`src/rtl/aes_v1_arb.sv`:
```
// rtl/aes_v1_arb.sv - round-robin arbiter sharing one aes_v1 SBox/MixColumn unit among NREQ requesters
module aes_v1_arb #(
  parameter int NREQ       = 2,
  parameter int DECRYPT_EN = 1,
  localparam int GW        = (NREQ > 1) ? $clog2(NREQ) : 1
) (
  input  logic              g_clk,
  input  logic              g_reset,
  input  logic [NREQ-1:0]   rq_valid,
  output logic [NREQ-1:0]   rq_ready,
  input  logic [NREQ-1:0]   rq_dec,
  input  logic [NREQ-1:0]   rq_mix,
  input  logic [32*NREQ-1:0] rq_rs1,
  output logic [NREQ-1:0]   rsp_valid,
  input  logic [NREQ-1:0]   rsp_ready,
  output logic [31:0]       rsp_rd,
  output logic              aes_valid,
  output logic              aes_dec,
  output logic              aes_mix,
  output logic [31:0]       aes_rs1,
  input  logic              aes_ready,
  input  logic [31:0]       aes_rd,
  output logic              busy,
  output logic [GW-1:0]     gnt_id
);

  typedef enum logic [1:0] {IDLE, ISSUE, WAIT, RESP} state_t;

  state_t        state_q;
  logic [GW-1:0] ptr_q, ptr_d;
  logic [GW-1:0] gnt_id_q;
  logic          op_dec_q, op_mix_q;
  logic [31:0]   op_rs1_q;
  logic [31:0]   res_q;
  logic [GW-1:0] sel;
  logic          found;

  // First valid requester at or after ptr, wrapping modulo NREQ.
  always_comb begin
    int idx;
    sel   = ptr_q;
    found = 1'b0;
    idx   = 0;
    for (int j = 0; j < NREQ; j++) begin
      idx = int'(ptr_q) + j;
      if (idx >= NREQ) idx = idx - NREQ;
      if (!found && rq_valid[idx]) begin
        found = 1'b1;
        sel   = GW'(idx);
      end
    end
  end

  assign ptr_d = (gnt_id_q == GW'(NREQ - 1)) ? '0 : gnt_id_q + 1'b1;

  always_ff @(posedge g_clk or posedge g_reset) begin
    if (g_reset) begin
      state_q  <= IDLE;
      ptr_q    <= '0;
      gnt_id_q <= '0;
      op_dec_q <= 1'b0;
      op_mix_q <= 1'b0;
      op_rs1_q <= '0;
      res_q    <= '0;
    end else begin
      case (state_q)
        IDLE: begin
          if (found) begin
            gnt_id_q <= sel;
            op_dec_q <= rq_dec[sel];
            op_mix_q <= rq_mix[sel];
            op_rs1_q <= rq_rs1[int'(sel)*32 +: 32];
            state_q  <= ISSUE;
          end
        end
        ISSUE: begin
          // MixColumn completes combinationally in the issue cycle.
          if (aes_ready) begin
            res_q   <= aes_rd;
            state_q <= RESP;
          end else begin
            state_q <= WAIT;
          end
        end
        WAIT: begin
          if (aes_ready) begin
            res_q   <= aes_rd;
            state_q <= RESP;
          end
        end
        RESP: begin
          if (rsp_ready[gnt_id_q]) begin
            ptr_q   <= ptr_d;
            state_q <= IDLE;
          end
        end
        default: state_q <= IDLE;
      endcase
    end
  end

  // The accept pulse is combinational so it lands in the grant cycle; masked while reset is held.
  assign rq_ready  = (state_q == IDLE && found && !g_reset) ? (NREQ'(1) << sel) : '0;
  assign rsp_valid = (state_q == RESP) ? (NREQ'(1) << gnt_id_q) : '0;
  assign rsp_rd    = res_q;
  assign aes_valid = (state_q == ISSUE);
  assign aes_dec   = op_dec_q & (DECRYPT_EN != 0);
  assign aes_mix   = op_mix_q;
  assign aes_rs1   = op_rs1_q;
  assign busy      = (state_q != IDLE);
  assign gnt_id    = gnt_id_q;

endmodule

```
`config.mk`:
```
export PLATFORM = sky130hd
export DESIGN_NAME = aes_v1_arb
export DESIGN_NICKNAME = d
export VERILOG_FILES = /design/src/rtl/aes_v1_arb.sv
export SDC_FILE = /design/constraint.sdc
export NUM_CORES = 1
export LEC_CHECK = 0
export BUFFER_PORTS_ARGS = -buffer_cell sky130_fd_sc_hd__buf_2
export CORE_MARGIN = 8
export CORE_UTILIZATION = 41
export DETAILED_ROUTE_END_ITERATION = 8
export PLACE_DENSITY_LB_ADDON = 0.15
export SYNTH_ARGS = -nofsm -noshare
export SYNTH_HDL_FRONTEND = slang
export SYNTH_SLANG_ARGS = --single-unit
export TNS_END_PERCENT = 100
```
`constraint.sdc`:
```
create_clock -name g_clk -period 3.3 [get_ports g_clk]
set_input_delay 0.66 -clock g_clk [delete_from_list [all_inputs] [get_ports g_clk]]
set_output_delay 0.66 -clock g_clk [all_outputs]
set_load 0.01 [all_outputs]
```
==> flow_summary.rst, run 1 <==
.. list-table::
   :header-rows: 1

   * - Metric
     - Value
   * - Number of hold buffers added after cts
     - 0
   * - Class of the most critical setup path
     - reg -> out
   * - Maximum number of pins on one net before global-route repair
     - 33
   * - Count of different cell masters after synthesis
     - 24
   * - TritonCTS clock tree
     - done
   * - Final global-route overflow total
     - 0
   * - Cts repair resizes
     - 0
   * - Met2 routed WL
     - 3.929 mm
   * - Total global routing track utilization
     - 0.1591
   * - Setup slack of the critical path after layout
     - 0.8593 ns
   * - Share of post-route cells with drive strength above 1
     - 0.5553
   * - Die H
     - 99.96 um
   * - Hold Worst Slack
     - 0.4348 ns
   * - Vias per Instance
     - 4.787
   * - Setup-violating endpoint count in the final report
     - 0
   * - Core Region
     - 6794 um2
   * - Post-CTS Repair Setup Buffers
     - 0
   * - Area of the mapped netlist
     - 2890 um2
   * - Width of the chip
     - 99.96 um
   * - Initial antenna violation count
     - 0
   * - Final sum of negative setup slack
     - 0 ns
   * - Crit path max fanout
     - 19
   * - Category of the worst setup path capture point
     - output port
   * - Number of synthesized flops with an enable pin
     - 0
   * - Clock-pin slew of the registers on the worst-case setup and hold paths
     - 0.08 ns
   * - Highest routed layer
     - met4
   * - Actual transition at the worst max-transition pin
     - 1.081 ns
   * - Final period demand of the worst path
     - 2.441 ns
   * - Port Buffers
     - 179
   * - Number of iterations in the first detailed-routing pass
     - 5
   * - FMAX
     - 0.4097 GHz
   * - Maximum Capacitance Violations
     - 0
   * - Clk Latency, worst-skew pair
     - 0.33 ns
   * - Wire length after detailed routing
     - 8.039 mm
   * - Kind of start point of the critical path
     - register
   * - Asr flop ratio synth
     - 1.000
   * - Detailed-routed wire length on met3
     - 892 um
   * - Cell count after placement
     - 505
   * - Final slew viol count
     - 0
   * - # rows
     - 30
   * - Post-route ant nets
     - 0
   * - Register bit total from synthesis
     - 70
   * - Run status
     - finished clean
   * - Number of hold violations in the final report
     - 0
   * - Starting density of the core
     - 0.4254
   * - Number of warning messages in the yosys log
     - 0
   * - Remaining max-slew budget at the tightest pin
     - 0.2747
   * - Number of nets in the synthesized netlist
     - 348
   * - Leading cell types in the layout, fill and taps excluded
     - 179 x sky130_fd_sc_hd__buf_2, 70 x sky130_fd_sc_hd__dfrtp_1, 41 x sky130_fd_sc_hd__nor2_1
   * - Dominant synthesized flop cell
     - sky130_fd_sc_hd__dfrtp_1
   * - Number of sinks driven by the clock tree
     - 70
   * - Area Growth Syn to Fin
     - 42.29%
   * - Most common library cell in the layout ignoring fill and taps
     - sky130_fd_sc_hd__buf_2
   * - Filler cell count in the final layout
     - 621
   * - TritonCTS buffer count
     - 9
   * - Die Area
     - 9992 um2
   * - Static leakage
     - 2.157 nW
   * - Ratio of final minimum period to clock period
     - 0.7396
   * - # nets final
     - 532
   * - Number of global-route vias before repair
     - 2609
   * - Ports placed on the boundary
     - 180
   * - Unrepaired setup endpoints after global routing
     - no
   * - Final cell count without fillers
     - 521
   * - Worst supply voltage drop on vdd
     - 0.4592 mV
   * - Sequential cell area fraction in the yosys report
     - 0.6061
   * - Detailed-route via count
     - 2494
   * - HPWL Detailed
     - 6.434 mm
   * - Global-route wire length before repair
     - 12.62 mm
   * - H-tree depth
     - 3
   * - Clock buffer depth
     - 2
   * - Critical Path RT
     - 2.64 ns
   * - Critical Path AT
     - 1.78 ns
   * - Power density over the cells
     - 989.2 nW/um2
   * - Syn avg cell area
     - 12.25 um2
   * - Number of violations reported at the end of detailed-routing iteration 0
     - 111
   * - CTS Root Cell
     - sky130_fd_sc_hd__clkbuf_8
   * - Post-route DRC violation count
     - 0
   * - Path category of the worst min-delay check
     - in -> async
   * - Worst slack at placement
     - 1.207 ns
   * - Instance count of the mapped netlist
     - 236
   * - Antenna diode count
     - 0
   * - Wire per inst
     - 15.43 um
   * - GPL Wtd Cong
     - 0.7447
   * - Wire length the detailed router placed on met1
     - 3.033 mm
   * - Post-Route Skew
     - 0.01149 ns
[routing by layer]
metal  up-vias  track usage
met5         -            0
met4         0      0.07334
met3        13      0.07682
met2       117       0.2632
met1      1147       0.1670
li1       1217            -
[cells in the mapped netlist, types with 2 or more instances]
library cell	count	area, um2
sky130_fd_sc_hd__nor2_1	41	153.9
sky130_fd_sc_hd__nand2_1	5	18.77
sky130_fd_sc_hd__ha_1	5	62.56
sky130_fd_sc_hd__inv_1	21	78.83
sky130_fd_sc_hd__a222oi_1	17	170.2
sky130_fd_sc_hd__o21ai_1	2	10.01
sky130_fd_sc_hd__buf_6	2	22.52
sky130_fd_sc_hd__dfrtp_1	70	1752
sky130_fd_sc_hd__o22ai_1	18	112.6
sky130_fd_sc_hd__mux2_2	32	360.4
sky130_fd_sc_hd__o21ai_0	2	10.01
sky130_fd_sc_hd__buf_2	9	45.04
[flip-flops by register name (all words and copies together), names as in the netlist]
register,cells
aes_mix,1
aes_dec,1
gnt_id,1
state_q,2
ptr_q,1
aes_rs1,32
rsp_rd,32
[worst max-delay path: stages, from the launching register on]
cell	delay, ns
sky130_fd_sc_hd__dfrtp_1	0.40
sky130_fd_sc_hd__inv_1	0.14
sky130_fd_sc_hd__ha_1	0.33
sky130_fd_sc_hd__o211ai_2	0.13
sky130_fd_sc_hd__buf_4	0.21
sky130_fd_sc_hd__nor2_1	0.10
sky130_fd_sc_hd__buf_2	0.13
[area by class of cell]
type,instances,area (um2),share of cell area
Sequential cell,70,1752,0.4259
Multi-Input combinational cell,133,988.4,0.2403
Timing Repair Buffer,184,933.4,0.2270
Clock buffer,10,127.6,0.03103
Tap cell,96,120.1,0.02921
Clock inverter,6,108.9,0.02647
Inverter,22,82.58,0.02008
[report_power, final]
| group | internal, mW | switching, mW | leakage [nW] |
|---|---|---|---|
| logic | 0.840 | 0.910 | 1.22 |
| registers | 1.29 | 0.212 | 0.815 |
| clock network | 0.503 | 0.314 | 0.121 |
[through the flow]
step	cell area (um2)	total power, mW	utilization
CTS	4113	4.136	0.6053
global placement	3876	3.258	0.5705
global route	4113	4.376	0.6053
detailed placement	3876	3.312	0.5705
floorplan	2890	2.606	-
finish	4113	4.068	0.6053
[logic make-up after synthesis]
group / after synthesis / synth area share
buf+inv: 33 / 0.05195
compound gates: 44 / 0.1221
simple gates: 51 / 0.07014
mux: 33 / 0.1281
flops: 70 / 0.6061
fa+ha+maj: 5 / 0.02165
[final timing paths]
check	start	to	slack [ns]	cells after the start
worst min-delay path	g_reset	rsp_rd[23]	0.43	2
worst max register to register	state_q[0]	aes_rs1[8]	1.36	5
worst max-delay path	state_q[0]	rq_ready[1]	0.86	6
min in group g_clk	aes_mix	aes_mix	0.50	2
max in group asynchronous	g_reset	rsp_rd[17]	2.09	3
worst min register to register	aes_mix	aes_mix	0.50	2
Note: power is estimated with default switching activity, not from simulation.
==> run 2: changes to the inputs <==
--- a/config.mk
+++ b/config.mk
@@ -5,9 +5,10 @@
 export SDC_FILE = /design/constraint.sdc
 export NUM_CORES = 1
 export LEC_CHECK = 0
+export ABC_AREA = 1
 export BUFFER_PORTS_ARGS = -buffer_cell sky130_fd_sc_hd__buf_2
 export CORE_MARGIN = 8
-export CORE_UTILIZATION = 41
+export CORE_UTILIZATION = 40
 export DETAILED_ROUTE_END_ITERATION = 8
 export PLACE_DENSITY_LB_ADDON = 0.15
 export SYNTH_ARGS = -nofsm -noshare
==> constraint.sdc (replaced) <==
create_clock -name g_clk -period 2.1 [get_ports g_clk]
set_input_delay 0.42 -clock g_clk [delete_from_list [all_inputs] [get_ports g_clk]]
set_output_delay 0.42 -clock g_clk [all_outputs]
set_load 0.01 [all_outputs]
==> run 2 against run 1 <==
  * Sequential share of layout area is 2.8 points lower
  * First-iteration DRC count is 24% lower
  * Global-route usage is 0.79 points higher
  * Highest routed layer unchanged
  * Clock power is 26% higher
  * Final cell count is 14% higher
  * Critical endpoint unchanged
  * Worst setup slack worse by 0.72 ns
  * Design area is 7.1% higher
==> flow_summary.rst, run 2 <==
.. list-table::
   :header-rows: 1

   * - Metric
     - Value
   * - HPWL Detailed
     - 7.143 mm (+11%)
   * - Area of the mapped netlist
     - 3223 um2 (+12%)
   * - Die Area
     - 11190 um2 (+12%)
   * - Number of nets in the synthesized netlist
     - 417 (+20%)
   * - Category of the worst setup path capture point
     - output port
   * - Worst reg-to-reg path cell count
     - 5 (unchanged)
   * - Remaining max-slew budget at the tightest pin
     - 0.6966 (+0.4220)
   * - Vias per Instance
     - 4.820 (+0.68%)
   * - Final global-route overflow total
     - 0 (unchanged)
   * - Worst supply voltage drop on vdd
     - 0.6358 mV (+38%)
   * - Actual transition at the worst max-transition pin
     - 0.4551 ns (-0.6257 ns)
   * - Global-route wire length before repair
     - 15.10 mm (+20%)
   * - Comb pwr share
     - 0.475 (+0.045)
   * - Kind of start point of the critical path
     - register
   * - Critical path cell sequence
     - inv_2 > ha_4 > nand2_4 > inv_8 > nand2_1 > nor2_1 > buf_2
   * - Most common library cell in the layout ignoring fill and taps
     - sky130_fd_sc_hd__buf_2
   * - TritonCTS buffer count
     - 9 (unchanged)
   * - Switching Share
     - 0.3878 (+0.03502)
   * - Crit path max fanout
     - 18 (-1)
   * - Count of different cell masters after synthesis
     - 24 (unchanged)
   * - Total internal power
     - 3.970 mW (+51%)
   * - Share of post-route cells with drive strength above 1
     - 0.5092 (-0.04613)
   * - Post-route DRC violation count
     - 0 (unchanged)
   * - Wire length after detailed routing
     - 9.296 mm (+16%)
   * - Maximum Capacitance Violations
     - 0 (unchanged)
   * - Most frequent cell after synthesis
     - sky130_fd_sc_hd__dfrtp_1
   * - Number of hold buffers added after cts
     - 0 (unchanged)
   * - Final cell count without fillers
     - 593 (+14%)
   * - Post-CTS Repair Setup Buffers
     - 0 (unchanged)
   * - Number of violations reported at the end of detailed-routing iteration 0
     - 84 (-24%)
   * - Final slew viol count
     - 0 (unchanged)
   * - Asr flop ratio synth
     - 1.000 (unchanged)
   * - FMAX
     - 0.5093 GHz
   * - Core Region
     - 7767 um2 (+14%)
   * - Starting density of the core
     - 0.4149 (-0.01047)
   * - Total global routing track utilization
     - 0.1670 (+0.007921)
   * - Post-Route Skew
     - 0.007361 ns (-0.004130 ns)
   * - Proportion of power drawn by flip-flops and latches
     - 0.366 (-0.003)
   * - H-tree depth
     - 3 (unchanged)
   * - Number of sinks driven by the clock tree
     - 70 (unchanged)
   * - Setup slack of the critical path after layout
     - 0.1365 ns (-0.7228 ns)
   * - Number of synthesized flops with an enable pin
     - 0 (unchanged)
   * - Path category of the worst min-delay check
     - in -> async
   * - Dominant synthesized flop cell
     - sky130_fd_sc_hd__dfrtp_1
   * - Number of global-route vias before repair
     - 3018 (+16%)
   * - CTS Root Cell
     - sky130_fd_sc_hd__clkbuf_8
   * - Synth cell count leaders
     - 70 x sky130_fd_sc_hd__dfrtp_1, 40 x sky130_fd_sc_hd__nor2_1, 38 x sky130_fd_sc_hd__nand3_1
   * - Final sum of negative setup slack
     - 0 ns (unchanged)
   * - Instance count of the mapped netlist
     - 305 (+29%)
   * - Area leader, netlist
     - sky130_fd_sc_hd__dfrtp_1
   * - Cell count after placement
     - 578 (+14%)
   * - Max incr delay on CP
     - 0.43 ns (+0.03 ns)
   * - Power density over the cells
     - 1472 nW/um2 (+49%)
   * - End-of-flow core utilization
     - 0.5672 (-0.03817)
   * - Critical Path AT
     - 1.54 ns (-0.24 ns)
   * - PnR Total Power
     - 6.485 mW (+59%)
   * - Syn avg cell area
     - 10.57 um2 (-14%)
   * - Number of hold violations in the final report
     - 0 (unchanged)
   * - Detailed-route via count
     - 2858 (+15%)
   * - # nets final
     - 599 (+13%)
   * - Switching power
     - 2.515 mW (+75%)
   * - GPL Wtd Cong
     - 0.7994 (+7.3%)
   * - Wire per inst
     - 15.68 um (+1.6%)
   * - Static leakage
     - 2.213 nW (+2.6%)
   * - Die H
     - 105.8 um (+5.8%)
   * - Critical path's top delay family
     - flip-flops
   * - Number of iterations in the first detailed-routing pass
     - 4 (-1)
   * - Final period demand of the worst path
     - 1.964 ns
   * - # rows
     - 32 (+6.7%)
   * - Fraction of synthesized cell area taken by the top area cell type
     - 0.5435 (-0.06258)
   * - Clock-pin slew of the registers on the worst-case setup and hold paths
     - 0.07 ns (about the same)
   * - Proportion of power drawn by the clock network
     - 0.160 (-0.041)
   * - Setup-violating endpoint count in the final report
     - 0 (unchanged)
   * - Slowest-stage cell, CP
     - sky130_fd_sc_hd__dfrtp_1
   * - TritonCTS clock tree
     - done
   * - Clk Latency, worst-skew pair
     - 0.34 ns (about the same)
   * - Worst reg2reg startpoint
     - state_q[1]
   * - Antenna diode count
     - 0 (unchanged)
   * - Worst slack at placement
     - 0.3142 ns (-0.8925 ns)
   * - Register bit total from synthesis
     - 70 (unchanged)
   * - Width of the chip
     - 105.8 um (+5.8%)
   * - Class of the most critical setup path
     - reg -> out
   * - Total buffers and inverters traversed by the critical path
     - 3 (unchanged)
   * - Post-route ant nets
     - 0 (unchanged)
   * - Worst flop-to-flop path endpoint
     - rsp_rd[22]
   * - R2R Setup Slk
     - 0.55 ns (-0.81 ns)
   * - Unrepaired setup endpoints after global routing
     - no
   * - Run status
     - finished clean
   * - Ports placed on the boundary
     - 180 (unchanged)
   * - Initial antenna violation count
     - 0 (unchanged)
   * - Port Buffers
     - 179 (unchanged)
   * - Leading cell types in the layout, fill and taps excluded
     - 179 x sky130_fd_sc_hd__buf_2, 69 x sky130_fd_sc_hd__dfrtp_1, 40 x sky130_fd_sc_hd__nor2_1
   * - Ratio of final minimum period to clock period
     - 0.9350
   * - Sequential cell area fraction in the yosys report
     - 0.5435 (-0.06258)
   * - Ranking of synthesized cells by area
     - sky130_fd_sc_hd__dfrtp_1 54%, sky130_fd_sc_hd__mux2_2 11%, sky130_fd_sc_hd__nand3_1 5.9%
   * - Maximum number of pins on one net before global-route repair
     - 36 (+9.1%)
   * - Number of warning messages in the yosys log
     - 0 (unchanged)
   * - Area Growth Syn to Fin
     - 36.68%
   * - Filler cell count in the final layout
     - 738 (+19%)
   * - Clock buffer depth
     - 2 (unchanged)
   * - Critical Path RT
     - 1.68 ns (-0.96 ns)
-- run 2: changes by cell type after synthesis, moves of 3 or more --
cell	before	now
sky130_fd_sc_hd__nand3_1	1	38
sky130_fd_sc_hd__nand2_1	5	27
sky130_fd_sc_hd__nand3b_1	0	18
sky130_fd_sc_hd__o22ai_1	18	0
sky130_fd_sc_hd__a222oi_1	17	0
sky130_fd_sc_hd__nand4_1	0	16
sky130_fd_sc_hd__inv_1	21	10
sky130_fd_sc_hd__o21ai_1	2	11
sky130_fd_sc_hd__o21ai_0	2	10
sky130_fd_sc_hd__buf_6	2	5
-- run 2: per-stage QoR --
step / instance area (um2) / hold slack (ns)
final: 4405 / 0.2222
after global routing: 4405 / 0.2622
after CTS: 4399 / 0.2230
after detailed placement: 4199 / 0.4636
after global placement: 4199 / 0.4617
after floorplan: 3227 / 0.5101
-- run 2: logic make-up after synthesis --
group | count (synthesis) | synth area share
simple gates | 145 | 0.2314
flops | 70 | 0.5435
compound gates | 22 | 0.03416
fa+ha+maj | 5 | 0.01941
buf+inv | 31 | 0.05978
mux | 32 | 0.1118
-- run 2: how the worst max path moves through the flow --
| stage | startpoint | to | slack, ns | depth (start not counted) |
|---|---|---|---|---|
| floorplan | state_q[0] | rq_ready[1] | 0.29 | 8 |
| global route | state_q[1] | rq_ready[1] | 0.01 | 7 |
| CTS | state_q[0] | rq_ready[1] | 0.02 | 7 |
| global placement | state_q[0] | rq_ready[1] | 0.33 | 7 |
| detailed placement | state_q[0] | rq_ready[1] | 0.31 | 7 |
| finish | state_q[1] | rq_ready[1] | 0.14 | 7 |
-- run 2: layer usage --
metal | up-vias | wire length, um | track usage
met2 | 112 | 4375 | 0.2645
met1 | 1327 | 4023 | 0.2038
li1 | 1404 | - | -
met4 | 0 | 182 | 0.07035
met3 | 15 | 715 | 0.05542
met5 | - | 0 | 0
-- run 2: what timing repair did --
action,CTS,global route
setup endpoints to repair,2,2
resized for setup,2,5
pin swaps,0,0
-- run 2: worst reg2reg max path, cell delays in order, from the launching register on --
cell and delay [ns]:
sky130_fd_sc_hd__dfrtp_1 0.43, sky130_fd_sc_hd__inv_2 0.11, sky130_fd_sc_hd__ha_4 0.20, sky130_fd_sc_hd__nand2_1 0.10, sky130_fd_sc_hd__buf_12 0.21, sky130_fd_sc_hd__mux2_2 0.38
-- run 2: cell type report --
type                       count  area [um2]  share of cell area
tap                          102       127.6             0.02897
inverter                      13       62.56             0.01420
sequential                    70        1753              0.3979
clock inverter                 6       63.81             0.01448
timing repair buffer         189       983.4              0.2232
multi-input combinational    204        1291              0.2931
clock buffer                   9       123.9             0.02812
-- run 2: power groups by stage --
stage	registers [mW]	logic (mW)	clock network [mW]
finish	2.37	3.08	1.03
detailed placement	2.40	3.10	0
CTS	2.37	3.14	1.07
global placement	2.37	3.05	0
global route	2.47	3.45	1.12
floorplan	2.69	1.65	0
==> run 3: changes to the inputs <==
--- a/config.mk
+++ b/config.mk
@@ -8,7 +8,7 @@
 export ABC_AREA = 1
 export BUFFER_PORTS_ARGS = -buffer_cell sky130_fd_sc_hd__buf_2
 export CORE_MARGIN = 8
-export CORE_UTILIZATION = 40
+export CORE_UTILIZATION = 33
 export DETAILED_ROUTE_END_ITERATION = 8
 export PLACE_DENSITY_LB_ADDON = 0.15
 export SYNTH_ARGS = -nofsm -noshare
==> run 3 against run 2 <==
  * Clock skew is 0.0047 ns higher
  * Clock power is 5% lower
  * Power is 0.12% lower
  * Design area is 1.1% higher
  * Critical path type unchanged
  * Critical endpoint unchanged
  * Largest cell class unchanged
  * Largest power group unchanged
==> flow_summary.rst, run 3 (synthesis gave the netlist of run 2 again) <==
.. list-table::
   :header-rows: 1

   * - Metric
     - Value
   * - Run status
     - finished clean
   * - FMAX
     - 0.5057 GHz (-0.70%)
   * - Number of sinks driven by the clock tree
     - 70 (unchanged)
   * - Final cell count without fillers
     - 627 (+5.7%)
   * - Global-route wire length before repair
     - 15.66 mm (+3.7%)
   * - Share of post-route cells with drive strength above 1
     - 0.5121 (+0.002981)
   * - TritonCTS buffer count
     - 9 (unchanged)
   * - Grt met1 use
     - 0.1840 (-0.01981)
   * - Worst reg2reg startpoint
     - state_q[0]
   * - Detailed-route via count
     - 2899 (+1.4%)
   * - CTS Root Cell
     - sky130_fd_sc_hd__clkbuf_8
   * - Initial antenna violation count
     - 1 (+1)
   * - Leading cell types in the layout, fill and taps excluded
     - 179 x sky130_fd_sc_hd__buf_2, 68 x sky130_fd_sc_hd__dfrtp_1, 40 x sky130_fd_sc_hd__nor2_1
   * - # rows
     - 36 (+13%)
   * - Source of the critical timing path
     - state_q[0]
   * - Global routing met2 resource utilization
     - 0.2403 (-0.02422)
   * - Remaining max-slew budget at the tightest pin
     - 0.5152 (-0.1814)
   * - Post-route ant nets
     - 0 (unchanged)
   * - GRT met3 Usage
     - 0.05725 (+0.001828)
   * - Port Buffers
     - 179 (unchanged)
   * - Number of hold violations in the final report
     - 0 (unchanged)
   * - Post-route DRC violation count
     - 0 (unchanged)
   * - Final global-route overflow total
     - 0 (unchanged)
   * - Die H
     - 114.8 um (+8.6%)
   * - Global-route layer with the greatest usage
     - met2
   * - Power density over the cells
     - 1454 nW/um2 (-1.2%)
   * - Clock-pin slew of the registers on the worst-case setup and hold paths
     - 0.08 ns (about the same)
   * - Actual transition at the worst max-transition pin
     - 0.7257 ns (+0.2706 ns)
   * - Antenna diode count
     - 0 (unchanged)
   * - Worst supply voltage drop on vdd
     - 0.4492 mV (-29%)
   * - Cell count after placement
     - 610 (+5.5%)
   * - Static leakage
     - 2.210 nW (-0.10%)
   * - Critical Path RT
     - 1.68 ns (about the same)
   * - Area Growth Syn to Fin
     - 38.16%
   * - Filler cell count in the final layout
     - 991 (+34%)
   * - Clock buffer depth
     - 2 (unchanged)
   * - Number of iterations in the first detailed-routing pass
     - 4 (unchanged)
   * - Width of the chip
     - 114.8 um (+8.6%)
   * - Category of the worst setup path capture point
     - output port
   * - Core Region
     - 9639 um2 (+24%)
   * - Post-Route Skew
     - 0.01209 ns (+0.004731 ns)
   * - Wire per inst
     - 15.78 um (+0.64%)
   * - Setup-violating endpoint count in the final report
     - 0 (unchanged)
   * - H-tree depth
     - 3 (unchanged)
   * - Most common library cell in the layout ignoring fill and taps
     - sky130_fd_sc_hd__buf_2
   * - Total global routing track utilization
     - 0.1513 (-0.01573)
   * - Path category of the worst min-delay check
     - in -> async
   * - Maximum Capacitance Violations
     - 0 (unchanged)
   * - Crit path max fanout
     - 14 (-4)
   * - Unrepaired setup endpoints after global routing
     - no
   * - TritonCTS clock tree
     - done
   * - GPL Wtd Cong
     - 0.7746 (-3.1%)
   * - Class of the most critical setup path
     - reg -> out
   * - # nets final
     - 601 (+0.33%)
   * - Number of hold buffers added after cts
     - 0 (unchanged)
   * - Starting density of the core
     - 0.3344 (-0.08058)
   * - Final sum of negative setup slack
     - 0 ns (unchanged)
   * - Die Area
     - 13180 um2 (+18%)
   * - Final period demand of the worst path
     - 1.977 ns (+0.01389 ns)
   * - Number of global-route vias before repair
     - 3101 (+2.8%)
   * - Setup slack of the critical path after layout
     - 0.1226 ns (-0.01389 ns)
   * - Vias per Instance
     - 4.624 (-4.1%)
   * - Ports placed on the boundary
     - 180 (unchanged)
   * - Final slew viol count
     - 0 (unchanged)
   * - End-of-flow core utilization
     - 0.4620 (-0.1052)
   * - Critical Path AT
     - 1.56 ns (+0.02 ns)
   * - Kind of start point of the critical path
     - register
   * - Number of violations reported at the end of detailed-routing iteration 0
     - 142 (+69%)
   * - Ratio of final minimum period to clock period
     - 0.9416 (+0.006613)
   * - Maximum number of pins on one net before global-route repair
     - 34 (-5.6%)
   * - Clk Latency, worst-skew pair
     - 0.34 ns (about the same)
   * - Worst slack at placement
     - 0.2306 ns (-0.08356 ns)
   * - HPWL Detailed
     - 7.757 mm (+8.6%)
   * - Wire length after detailed routing
     - 9.892 mm (+6.4%)
[run 3: cell count changes in the layout (fill, tap and decap cells not counted)]
cell	before	now
sky130_fd_sc_hd__inv_2	3	4
sky130_fd_sc_hd__buf_4	9	10
sky130_fd_sc_hd__clkinv_2	2	1
sky130_fd_sc_hd__buf_12	1	2
sky130_fd_sc_hd__inv_6	0	2
sky130_fd_sc_hd__dfrtp_2	1	2
sky130_fd_sc_hd__clkbuf_1	0	1
sky130_fd_sc_hd__bufinv_16	1	0
sky130_fd_sc_hd__inv_8	1	0
sky130_fd_sc_hd__clkinvlp_4	3	4
sky130_fd_sc_hd__inv_4	1	0
sky130_fd_sc_hd__dfrtp_1	69	68
[run 3: final cells by class]
type	instances	area (um2)	area share
clock inverter	6	45.04	0.01012
clock buffer	10	127.6	0.02866
sequential	70	1754	0.3939
inverter	13	57.56	0.01292
tap	133	166.4	0.03737
multi-input combinational	204	1291	0.2900
timing repair buffer	191	1011	0.2270
[run 3: worst paths after layout]
check                      cells after the start  slack (ns)           to
min in group g_clk                             2        0.31   rsp_rd[20]
hold reg to reg                                2        0.48   aes_rs1[7]
setup / recovery                               7        0.12  rq_ready[1]
hold / removal                                 2        0.23  aes_rs1[14]
setup reg to reg                               8        0.45   aes_rs1[1]
max in group asynchronous                      3        1.27   state_q[1]
[run 3: through the flow]
step	total power [mW]	area (um2)	hold slack, ns
2_1_floorplan	4.341	3227	0.5101
3_3_place_gp	5.483	4258	0.4642
3_5_place_dp	5.551	4258	0.4683
4_1_cts	6.598	4443	0.2493
5_1_grt	7.042	4453	0.2692
6_report	6.477	4453	0.2262
[run 3: worst max-delay path, stage by stage, from the launching register on]
cell	delay (ns)
sky130_fd_sc_hd__dfrtp_2	0.45
sky130_fd_sc_hd__inv_2	0.11
sky130_fd_sc_hd__ha_4	0.17
sky130_fd_sc_hd__nand2_4	0.06
sky130_fd_sc_hd__clkinv_4	0.11
sky130_fd_sc_hd__nand2_1	0.08
sky130_fd_sc_hd__nor2_1	0.10
sky130_fd_sc_hd__buf_2	0.14
[run 3: power breakdown]
group | switching, mW | internal, mW
registers | 0.347 | 2.03
logic | 1.70 | 1.42
clock network | 0.544 | 0.435
[run 3: routing by layer]
layer | vias to the layer above | part of all wire
li1 | 1412 | -
met1 | 1355 | 0.44
met2 | 114 | 0.46
met3 | 16 | 0.088
met4 | 2 | 0.017
met5 | - | 0.0011
[run 3: timing repair]
item | 4_1_cts | 5_1_grt
endpoints found under the setup margin | 1 | 1
buffers inserted | 0 | 1
pin swaps | 0 | 1
resized for setup | 3 | 3
